## src/rtl/sram_lsu_master.sv

```systemverilog
// LSU-side request initiator for the IS61WV25616 SRAM controller (byte/half/word, aligned, in-region).
// Defining SRAM_TIMEOUT_EN adds a WAIT-state watchdog that ends a stuck access with o_err.
module sram_lsu_master #(
  parameter logic [31:0] SRAM_BASE = 32'h0000_0000
`ifdef SRAM_TIMEOUT_EN
  ,
  parameter int unsigned TIMEOUT_CYCLES = 15
`endif
) (
  input  logic        i_clk,
  input  logic        i_reset,
  input  logic        i_req,
  output logic        o_ready,
  input  logic        i_we,
  input  logic [31:0] i_addr,
  input  logic [31:0] i_wdata,
  input  logic [1:0]  i_size,
  input  logic        i_unsigned,
  output logic        o_done,
  output logic        o_err,
  output logic [31:0] o_rdata,
  output logic [17:0] o_SRAM_ADDR,
  output logic [31:0] o_SRAM_WDATA,
  output logic [3:0]  o_SRAM_BMASK,
  output logic        o_SRAM_WREN,
  output logic        o_SRAM_RDEN,
  input  logic [31:0] i_SRAM_RDATA,
  input  logic        i_SRAM_ACK
);

  localparam logic [1:0] S_IDLE  = 2'd0;
  localparam logic [1:0] S_ISSUE = 2'd1;
  localparam logic [1:0] S_WAIT  = 2'd2;
  localparam logic [1:0] S_RESP  = 2'd3;

  logic [1:0]  r_state;
  logic [1:0]  w_state_nxt;
  logic        r_we;
  logic        r_unsigned;
  logic [1:0]  r_size;
  logic [1:0]  r_addr_lo;
  logic        w_accept;
  logic        w_req_err;
  logic        w_timeout;
  logic        w_done_nxt;
  logic        w_err_nxt;
  logic        w_wren_nxt;
  logic        w_rden_nxt;
  logic [31:0] w_rdata_nxt;
  logic [31:0] w_shift;
  logic [31:0] w_load;
  logic [3:0]  w_bmask;
  logic [31:0] w_wdata;

  assign w_accept  = i_req && o_ready;
  assign w_req_err = (i_size == 2'b11)
                  || ((i_size == 2'b01) && i_addr[0])
                  || ((i_size == 2'b10) && (i_addr[1:0] != 2'b00))
                  || (i_addr[31:19] != SRAM_BASE[31:19]);

  // Store lane mask and replicated write data; loads read the whole word
  always_comb begin
    w_bmask = 4'b1111;
    w_wdata = i_wdata;
    if (i_we) begin
      case (i_size)
        2'b00: begin
          w_bmask = 4'b0001 << i_addr[1:0];
          w_wdata = {4{i_wdata[7:0]}};
        end
        2'b01: begin
          w_bmask = 4'b0011 << {i_addr[1], 1'b0};
          w_wdata = {2{i_wdata[15:0]}};
        end
        default: begin
          w_bmask = 4'b1111;
          w_wdata = i_wdata;
        end
      endcase
    end
  end

  assign w_shift = i_SRAM_RDATA >> {r_addr_lo, 3'b000};

  always_comb begin
    w_load = w_shift;
    case (r_size)
      2'b00:   w_load = r_unsigned ? {24'd0, w_shift[7:0]}  : {{24{w_shift[7]}}, w_shift[7:0]};
      2'b01:   w_load = r_unsigned ? {16'd0, w_shift[15:0]} : {{16{w_shift[15]}}, w_shift[15:0]};
      default: w_load = w_shift;
    endcase
  end

`ifdef SRAM_TIMEOUT_EN
  localparam int unsigned CNT_W = (TIMEOUT_CYCLES < 16) ? 4 : $clog2(TIMEOUT_CYCLES + 1);

  logic [CNT_W-1:0] r_cnt;

  always_ff @(posedge i_clk or negedge i_reset) begin
    if (!i_reset) begin
      r_cnt <= '0;
    end else if (r_state == S_ISSUE) begin
      r_cnt <= '0;
    end else if (r_state == S_WAIT) begin
      r_cnt <= r_cnt + CNT_W'(1);
    end
  end

  assign w_timeout = (r_cnt == CNT_W'(TIMEOUT_CYCLES - 1));
`else
  assign w_timeout = 1'b0;
`endif

  always_comb begin
    w_state_nxt = r_state;
    w_done_nxt  = 1'b0;
    w_err_nxt   = 1'b0;
    w_wren_nxt  = 1'b0;
    w_rden_nxt  = 1'b0;
    w_rdata_nxt = 32'd0;
    case (r_state)
      S_IDLE: begin
        if (w_accept) begin
          if (w_req_err) begin
            w_state_nxt = S_RESP;
            w_done_nxt  = 1'b1;
            w_err_nxt   = 1'b1;
          end else begin
            w_state_nxt = S_ISSUE;
            w_wren_nxt  = i_we;
            w_rden_nxt  = !i_we;
          end
        end
      end
      S_ISSUE: w_state_nxt = S_WAIT;
      S_WAIT: begin
        if (i_SRAM_ACK) begin
          w_state_nxt = S_RESP;
          w_done_nxt  = 1'b1;
          w_rdata_nxt = r_we ? 32'd0 : w_load;
        end else if (w_timeout) begin
          w_state_nxt = S_RESP;
          w_done_nxt  = 1'b1;
          w_err_nxt   = 1'b1;
        end
      end
      S_RESP:  w_state_nxt = S_IDLE;
      default: w_state_nxt = S_IDLE;
    endcase
  end

  always_ff @(posedge i_clk or negedge i_reset) begin
    if (!i_reset) begin
      r_state     <= S_IDLE;
      o_ready     <= 1'b1;
      o_done      <= 1'b0;
      o_err       <= 1'b0;
      o_rdata     <= 32'd0;
      o_SRAM_WREN <= 1'b0;
      o_SRAM_RDEN <= 1'b0;
    end else begin
      r_state     <= w_state_nxt;
      o_ready     <= (w_state_nxt == S_IDLE);
      o_done      <= w_done_nxt;
      o_err       <= w_err_nxt;
      o_rdata     <= w_rdata_nxt;
      o_SRAM_WREN <= w_wren_nxt;
      o_SRAM_RDEN <= w_rden_nxt;
    end
  end

  // Request fields captured at acceptance and held until the next one
  always_ff @(posedge i_clk or negedge i_reset) begin
    if (!i_reset) begin
      r_we         <= 1'b0;
      r_unsigned   <= 1'b0;
      r_size       <= 2'b00;
      r_addr_lo    <= 2'b00;
      o_SRAM_ADDR  <= 18'd0;
      o_SRAM_WDATA <= 32'd0;
      o_SRAM_BMASK <= 4'd0;
    end else if (w_accept) begin
      r_we         <= i_we;
      r_unsigned   <= i_unsigned;
      r_size       <= i_size;
      r_addr_lo    <= i_addr[1:0];
      o_SRAM_ADDR  <= {i_addr[18:2], 1'b0};
      o_SRAM_WDATA <= w_wdata;
      o_SRAM_BMASK <= w_bmask;
    end
  end

endmodule

```

## config.mk

```make
export PLATFORM = sky130hd
export DESIGN_NAME = sram_lsu_master
export DESIGN_NICKNAME = d
export VERILOG_FILES = /design/src/rtl/sram_lsu_master.sv
export SDC_FILE = /design/constraint.sdc
export NUM_CORES = 1
export LEC_CHECK = 0
export BUFFER_PORTS_ARGS = -buffer_cell sky130_fd_sc_hd__buf_2
export CORE_AREA = 2 2 136 138
export DETAILED_ROUTE_END_ITERATION = 8
export DIE_AREA = 0 0 138 140
export PLACE_DENSITY = 0.5
export SLEW_MARGIN = 30
export SYNTH_ARGS = -nofsm -noshare
export SYNTH_HDL_FRONTEND = slang
export SYNTH_SLANG_ARGS = --single-unit
```

## constraint.sdc

```tcl
create_clock -name i_clk -period 1.9 [get_ports i_clk]
set_input_delay 0.095 -clock i_clk [delete_from_list [all_inputs] [get_ports i_clk]]
set_output_delay 0.095 -clock i_clk [all_outputs]
set_load 0.005 [all_outputs]
```

==> impl_metrics.py, run 1 <==
metrics = {
    "run_status": {
        "status": "completed",
    },
    "placed_design": {
        "routabilityCongestion": 0.7979,
        "hpwl_um": 10210,
        "port_buffers": 193,
        "post-place-ws_ps": 98.58,
    },
    "floorplan": {
        "core-area_mm2": 0.01778,
        "rows": 49,
        "dieHeight_um": 140,
        "die-area_mm2": 0.01932,
        "die_w_um": 138,
        "boundaryPins": 195,
        "initial_core_util_pct": 24.81,
    },
    "clock_network": {
        "ctsRootBufferMaster": "clkbuf_16",
        "cts.clk_slew.worst_paths_ps": 70,
        "cts_buffer_depth": 2,
        "cts.sinks": 98,
        "cts_buffers": 9,
        "htree_levels": 3,
        "clk_latency_ps": 350,
        "cts_tree": "built",
    },
    "logic_synthesis": {
        "synth_compound_area_share_pct": 14.38,
        "synth-seq-area-share_pct": 55.62,
        "muxShareOfSynthArea_pct": 13.93,
        "synth.top_cells.by_count": "dfrtp_1, nor2_1, mux2_2",
        "yosysWarningCount": 0,
        "synth_top_family_by_area": "compound AO/OA/AOI/OAI gates",
        "synth_edf_count": 0,
        "synthArstFlopShare_pct": 100.0,
        "synth-main-ff-cell": "dfrtp_1",
        "avgSynthCellArea_um2": 11.28,
        "netlist_instances": 391,
        "synth_xor_xnor_area_share_pct": 0.1985,
        "netlist_area_mm2": 0.004412,
        "synth_nets": 497,
        "synth_fa_ha_area_share_pct": 0.5672,
        "synth.distinct_cells": 43,
        "netlist_top_cells_area": "dfrtp_1, mux2_2, mux2i_1, a211oi_1, nor2_1",
        "synth.top_cell.area_share_pct": 55.02,
        "synth_area_leader_cell": "dfrtp_1",
        "synth_seq_cells": 98,
        "synth_most_common_cell": "dfrtp_1",
        "synth_simple_gate_area_share_pct": 12.14,
    },
    "hold_path": {
        "hp-class": "primary input to flop",
    },
    "global_routing": {
        "antenna_found_initial": 0,
        "grt_pass1_vias": 3962,
        "overflow": 0,
        "grt_max_degree": 99,
        "grt_pass1_wl_um": 21580,
        "grt_usage_pct": 14.21,
    },
    "worst_setup_path": {
        "cp-start-kind": "flop",
        "crit_required_ps": 2180,
        "critPathCaptureType": "flop",
        "worstPathArrival_ps": 2020,
        "critPathKind": "flop to flop",
        "crit_fanout": 8,
    },
    "power_and_ir_drop": {
        "leakagePower_nw": 3.143,
        "finalPower_mw": 8.240,
        "power_density_mw_per_mm2": 1330,
        "peakVddDrop_mv": 0.4953,
    },
    "sta": {
        "finalHoldViolCount": 0,
        "slew_headroom_pct": 62.91,
        "holdWs_ps": 20.74,
        "final-setup-viol-count": 0,
        "setup_tns_ps": 0,
        "setup_ws_ps": 159.1,
        "fmax_ghz": 0.5744,
        "rsz0062_at_grt": "false",
        "maxSlewViolCount": 0,
        "fin_worst_skew_ps": 5.759,
        "post-route-period-util_pct": 91.62,
        "period_minus_slack_ps": 1741,
        "worstMarginPinSlew_ps": 556.3,
    },
    "flow_run": {
        "maxCapViolations": 0,
    },
    "drt": {
        "drc_errors": 0,
        "wl_um": 13670,
        "antenna_left": 0,
        "drt-pass1-iter-count": 4,
        "routed_via_density": 4.569,
        "dr.first_iter.drc_count": 137,
        "num_vias": 3824,
        "wire_per_inst_um": 16.33,
    },
    "layout": {
        "layout.nets": 708,
        "drive_gt1_share_pct": 43.49,
        "syn2layout_area_growth_pct": 40.39,
        "post-route-util_pct": 34.83,
    },
}
## what timing repair did
action,in CTS,in global routing
buffers inserted,0,0
hold buffers,23,0
hold endpoints to repair,119,0
resized for setup,0,1
endpoints found under the setup margin,0,7
## path summary, 6_finish.rpt
path                                              startpoint                            to  slack, ps  cells after the start
worst max-delay path                r_addr_lo[1]$_DFFE_PN0P_          o_rdata[9]$_DFF_PN0_        160                      4
worst min-delay path                        i_SRAM_RDATA[31]         o_rdata[31]$_DFF_PN0_         20                      2
worst max register to register      r_addr_lo[1]$_DFFE_PN0P_          o_rdata[9]$_DFF_PN0_        160                      4
worst min register to register  o_SRAM_WDATA[29]$_DFFE_PN0P_  o_SRAM_WDATA[29]$_DFFE_PN0P_        470                      2
max in group asynchronous                            i_reset  o_SRAM_WDATA[16]$_DFFE_PN0P_       1120                      3
min in group asynchronous                            i_reset          o_rdata[2]$_DFF_PN0_        350                      3
## flip-flops by register name, summed over array words and instances, names as in the netlist, 2 cells and up
signal,cells
o_rdata,32
o_SRAM_WDATA,32
o_SRAM_ADDR,17
r_addr_lo,2
r_size,2
r_state,2
o_SRAM_BMASK,4
## per-stage QoR
stage | cell area (um2) | cells
2_1_floorplan | 4412 | 391
3_3_place_gp | 5660 | 797
3_5_place_dp | 5660 | 797
4_1_cts | 6188 | 836
5_1_grt | 6191 | 836
6_report | 6193 | 837
## cell families (layout without fill, tap and decap cells)
kind of cell,Yosys count,after routing
other,1,2
buffers and inverters,29,245
muxes,57,57
xor gates and xnor gates,1,1
AOI/OAI and AO/OA,94,94
and+or+nand+nor,109,109
DFF,98,98
adders and majority gates,2,2
## critical path, cell delays in order (launching register included)
cell     delay [ps]
dfrtp_1         470
mux2i_1         190
mux2_4          280
or3_1           540
a21oi_2         190
## final cells by class
cell class / count / area, um2
fill: 1841 / 11590
sequential: 98 / 2454
multi-input combinational: 264 / 1827
timing repair buffer: 227 / 1319
tap: 229 / 286.5
clock buffer: 12 / 246.5
clock inverter: 4 / 51.30
inverter: 2 / 7.507
antenna: 1 / 2.502
## per-layer routing
| metal | wire [um] | global-route usage (%) | up-vias | share of wire, % |
|---|---|---|---|---|
| li1 | - | - | 1801 | - |
| met3 | 1303 | 5.265 | 18 | 9.5 |
| met5 | 0 | 0 | - | 0 |
| met2 | 6511 | 23.87 | 184 | 48 |
| met4 | 213 | 5.263 | 0 | 1.6 |
| met1 | 5643 | 16.68 | 1821 | 41 |
## placed cells by master (no fill, tap or decap), types with 3 or more instances in the layout
cell	count
and2_1	8
mux2i_1	25
buf_12	3
o21ai_1	5
a21o_1	8
nor2_1	34
o31ai_1	16
nor4_1	3
nand2_1	27
o21ai_0	24
buf_4	9
dfrtp_1	97
a21oi_1	3
nand2b_1	4
clkbuf_16	9
nor3_1	4
a21oi_2	8
dlygate4sd3_1	23
nor2b_1	17
a31oi_1	4
a211oi_1	22
buf_2	192
mux2_2	31
## where the power goes
| group | total, mW | internal, mW | switching (mW) |
|---|---|---|---|
| clock | 1.87 | 1.06 | 0.807 |
| combinational | 3.06 | 1.53 | 1.54 |
| sequential | 3.31 | 2.87 | 0.439 |
| total | 8.24 | 5.46 | 2.78 |
(Power assumes the default switching activity.)
==> run 2: changes to the inputs <==
Settings changed: CORE_AREA 2 2 136 138 to 2 2 157 121, DIE_AREA 0 0 138 140 to 0 0 159 123, GPL_ROUTABILITY_DRIVEN from default to 0.
==> impl_metrics.py, run 2 (synthesis results as in run 1) <==
metrics = {
    "clock_network": {
        "ctsRootBufferMaster": "clkbuf_16",
        "post_cts_buffers": 0,
        "cts_tree": "built",
        "cts.sinks": 98,
        "clk_latency_ps": 340,
        "cts_buffer_depth": 2,
        "cts.clk_slew.worst_paths_ps": 70,
        "cts_buffers": 9,
        "htree_levels": 3,
    },
    "worst_setup_path": {
        "critPathCaptureType": "flop",
        "critical_path.max_stage_delay_ps": 530,
        "worstPathArrival_ps": 2010,
        "worstPathCellList": "mux2i_1, mux2_4, or3_1, a21oi_2",
        "r2r-start": "r_addr_lo[1]$_DFFE_PN0P_",
        "r2r_cells": 4,
        "r2r_setup_slack_ps": 150,
        "crit_fanout": 8,
        "cp-start-kind": "flop",
        "worstReg2RegEnd": "o_rdata[8]$_DFF_PN0_",
        "critPathKind": "flop to flop",
        "crit_required_ps": 2170,
        "critPathSlowestCell": "or3_1",
    },
    "drt": {
        "routed_via_density": 4.404,
        "wire_per_inst_um": 15.09,
        "dr.first_iter.drc_count": 170,
        "drt-pass1-iter-count": 4,
        "wl_um": 12950,
        "num_vias": 3779,
        "antenna_left": 0,
        "drc_errors": 0,
    },
    "layout": {
        "layout.nets": 712,
        "drive_gt1_share_pct": 43.70,
        "layout_common_cells": "buf_2, dfrtp_1, nor2_1",
        "reg_top3": "o_SRAM_WDATA (32), o_rdata (32), o_SRAM_ADDR (17)",
        "antenna_cells": 0,
        "mostFrequentLayoutCell": "buf_2",
        "nFillCells": 1874,
        "syn2layout_area_growth_pct": 42.31,
    },
    "hold_path": {
        "worst_hold_path.endpoint": "o_SRAM_WDATA[6]$_DFFE_PN0P_",
        "whs_path_depth": 2,
        "hold_start": "i_wdata[6]",
        "hp-class": "primary input to flop",
    },
    "global_routing": {
        "overflow": 0,
        "antenna_found_initial": 0,
        "grt_usage_pct": 13.27,
        "grt_pass1_wl_um": 20610,
        "grt_max_degree": 45,
        "grt_pass1_vias": 3906,
    },
    "sta": {
        "fin_worst_skew_ps": 8.893,
        "post-route-period-util_pct": 91.86,
        "holdWs_ps": 16.02,
        "maxSlewViolCount": 0,
        "finalHoldViolCount": 0,
        "worstMarginPinSlew_ps": 584.2,
        "final-setup-viol-count": 0,
        "fmax_ghz": 0.5730,
        "period_minus_slack_ps": 1745,
        "setup_tns_ps": 0,
        "slew_headroom_pct": 61.05,
        "rsz0062_at_grt": "false",
    },
    "power_and_ir_drop": {
        "power_density_mw_per_mm2": 1325,
        "leakagePower_nw": 3.176,
        "finalPower_mw": 8.321,
        "peakVddDrop_mv": 0.4729,
    },
    "floorplan": {
        "core-area_mm2": 0.01808,
        "dieHeight_um": 123,
        "die-area_mm2": 0.01956,
        "rows": 43,
        "initial_core_util_pct": 24.40,
        "die_w_um": 159,
        "boundaryPins": 195,
    },
    "run_status": {
        "status": "completed",
    },
    "placed_design": {
        "port_buffers": 193,
        "hpwl_um": 9927,
    },
    "flow_run": {
        "maxCapViolations": 0,
    },
}
run 2: final cells by class:
cell class / instances / area, um2 / area share (%)
Clock buffer: 11 / 242.7 / 3.866
Tap cell: 247 / 309.0 / 4.922
Clock inverter: 5 / 85.08 / 1.355
Timing Repair Buffer: 231 / 1354 / 21.56
Inverter: 2 / 7.507 / 0.1196
Sequential cell: 98 / 2454 / 39.08
Multi-Input combinational cell: 264 / 1827 / 29.10
run 2: worst max-delay path by stage:
stage | from | endpoint | depth (start not counted) | slack (ps)
6_report | r_addr_lo[1]$_DFFE_PN0P_ | o_rdata[8]$_DFF_PN0_ | 4 | 150
5_1_grt | r_state[0]$_DFF_PN0_ | o_rdata[31]$_DFF_PN0_ | 6 | 1
4_1_cts | r_state[0]$_DFF_PN0_ | o_rdata[24]$_DFF_PN0_ | 6 | 40
3_5_place_dp | r_state[0]$_DFF_PN0_ | o_rdata[24]$_DFF_PN0_ | 6 | 70
3_3_place_gp | r_state[0]$_DFF_PN0_ | o_rdata[31]$_DFF_PN0_ | 6 | 140
2_1_floorplan | r_state[0]$_DFF_PN0_ | o_rdata[24]$_DFF_PN0_ | 7 | 220
run 2: worst max-delay path, delay by kind of cell, from the launching register on:
family	cells	cell delay [ps]
mux	2	480
simple gates	1	530
compound gates	1	190
flops	1	470
run 2: report_power, final:
group | leakage [nW] | internal, mW | switching [mW] | total (mW)
combinational | 1.78 | 1.53 | 1.50 | 3.03
sequential | 1.24 | 2.87 | 0.418 | 3.29
clock | 0.156 | 1.20 | 0.801 | 2.00
total | 3.18 | 5.60 | 2.72 | 8.32
run 2: through the flow:
stage               setup WS [ps]  utilization [%]  instances  instance area, um2
global placement            137.4            31.52        817                5698
global route                1.133            34.73        858                6279
CTS                         44.67            34.61        856                6256
detailed placement          71.99            31.52        817                5698
finish                      154.7            34.73        858                6279
floorplan                   217.9                -        391                4412
run 2: per-layer routing:
metal,vias up,global-route usage [%],share of wire (%)
met5,-,0,0
met4,0,3.352,1.3
met3,13,4.227,6.1
met2,111,20.87,47
met1,1852,17.87,45
li1,1803,-,-
run 2: timing repair:
item,4_1_cts,5_1_grt
resized for setup,0,1
setup endpoints to repair,0,8
endpoints found under the hold margin,51,2
hold buffers,23,2
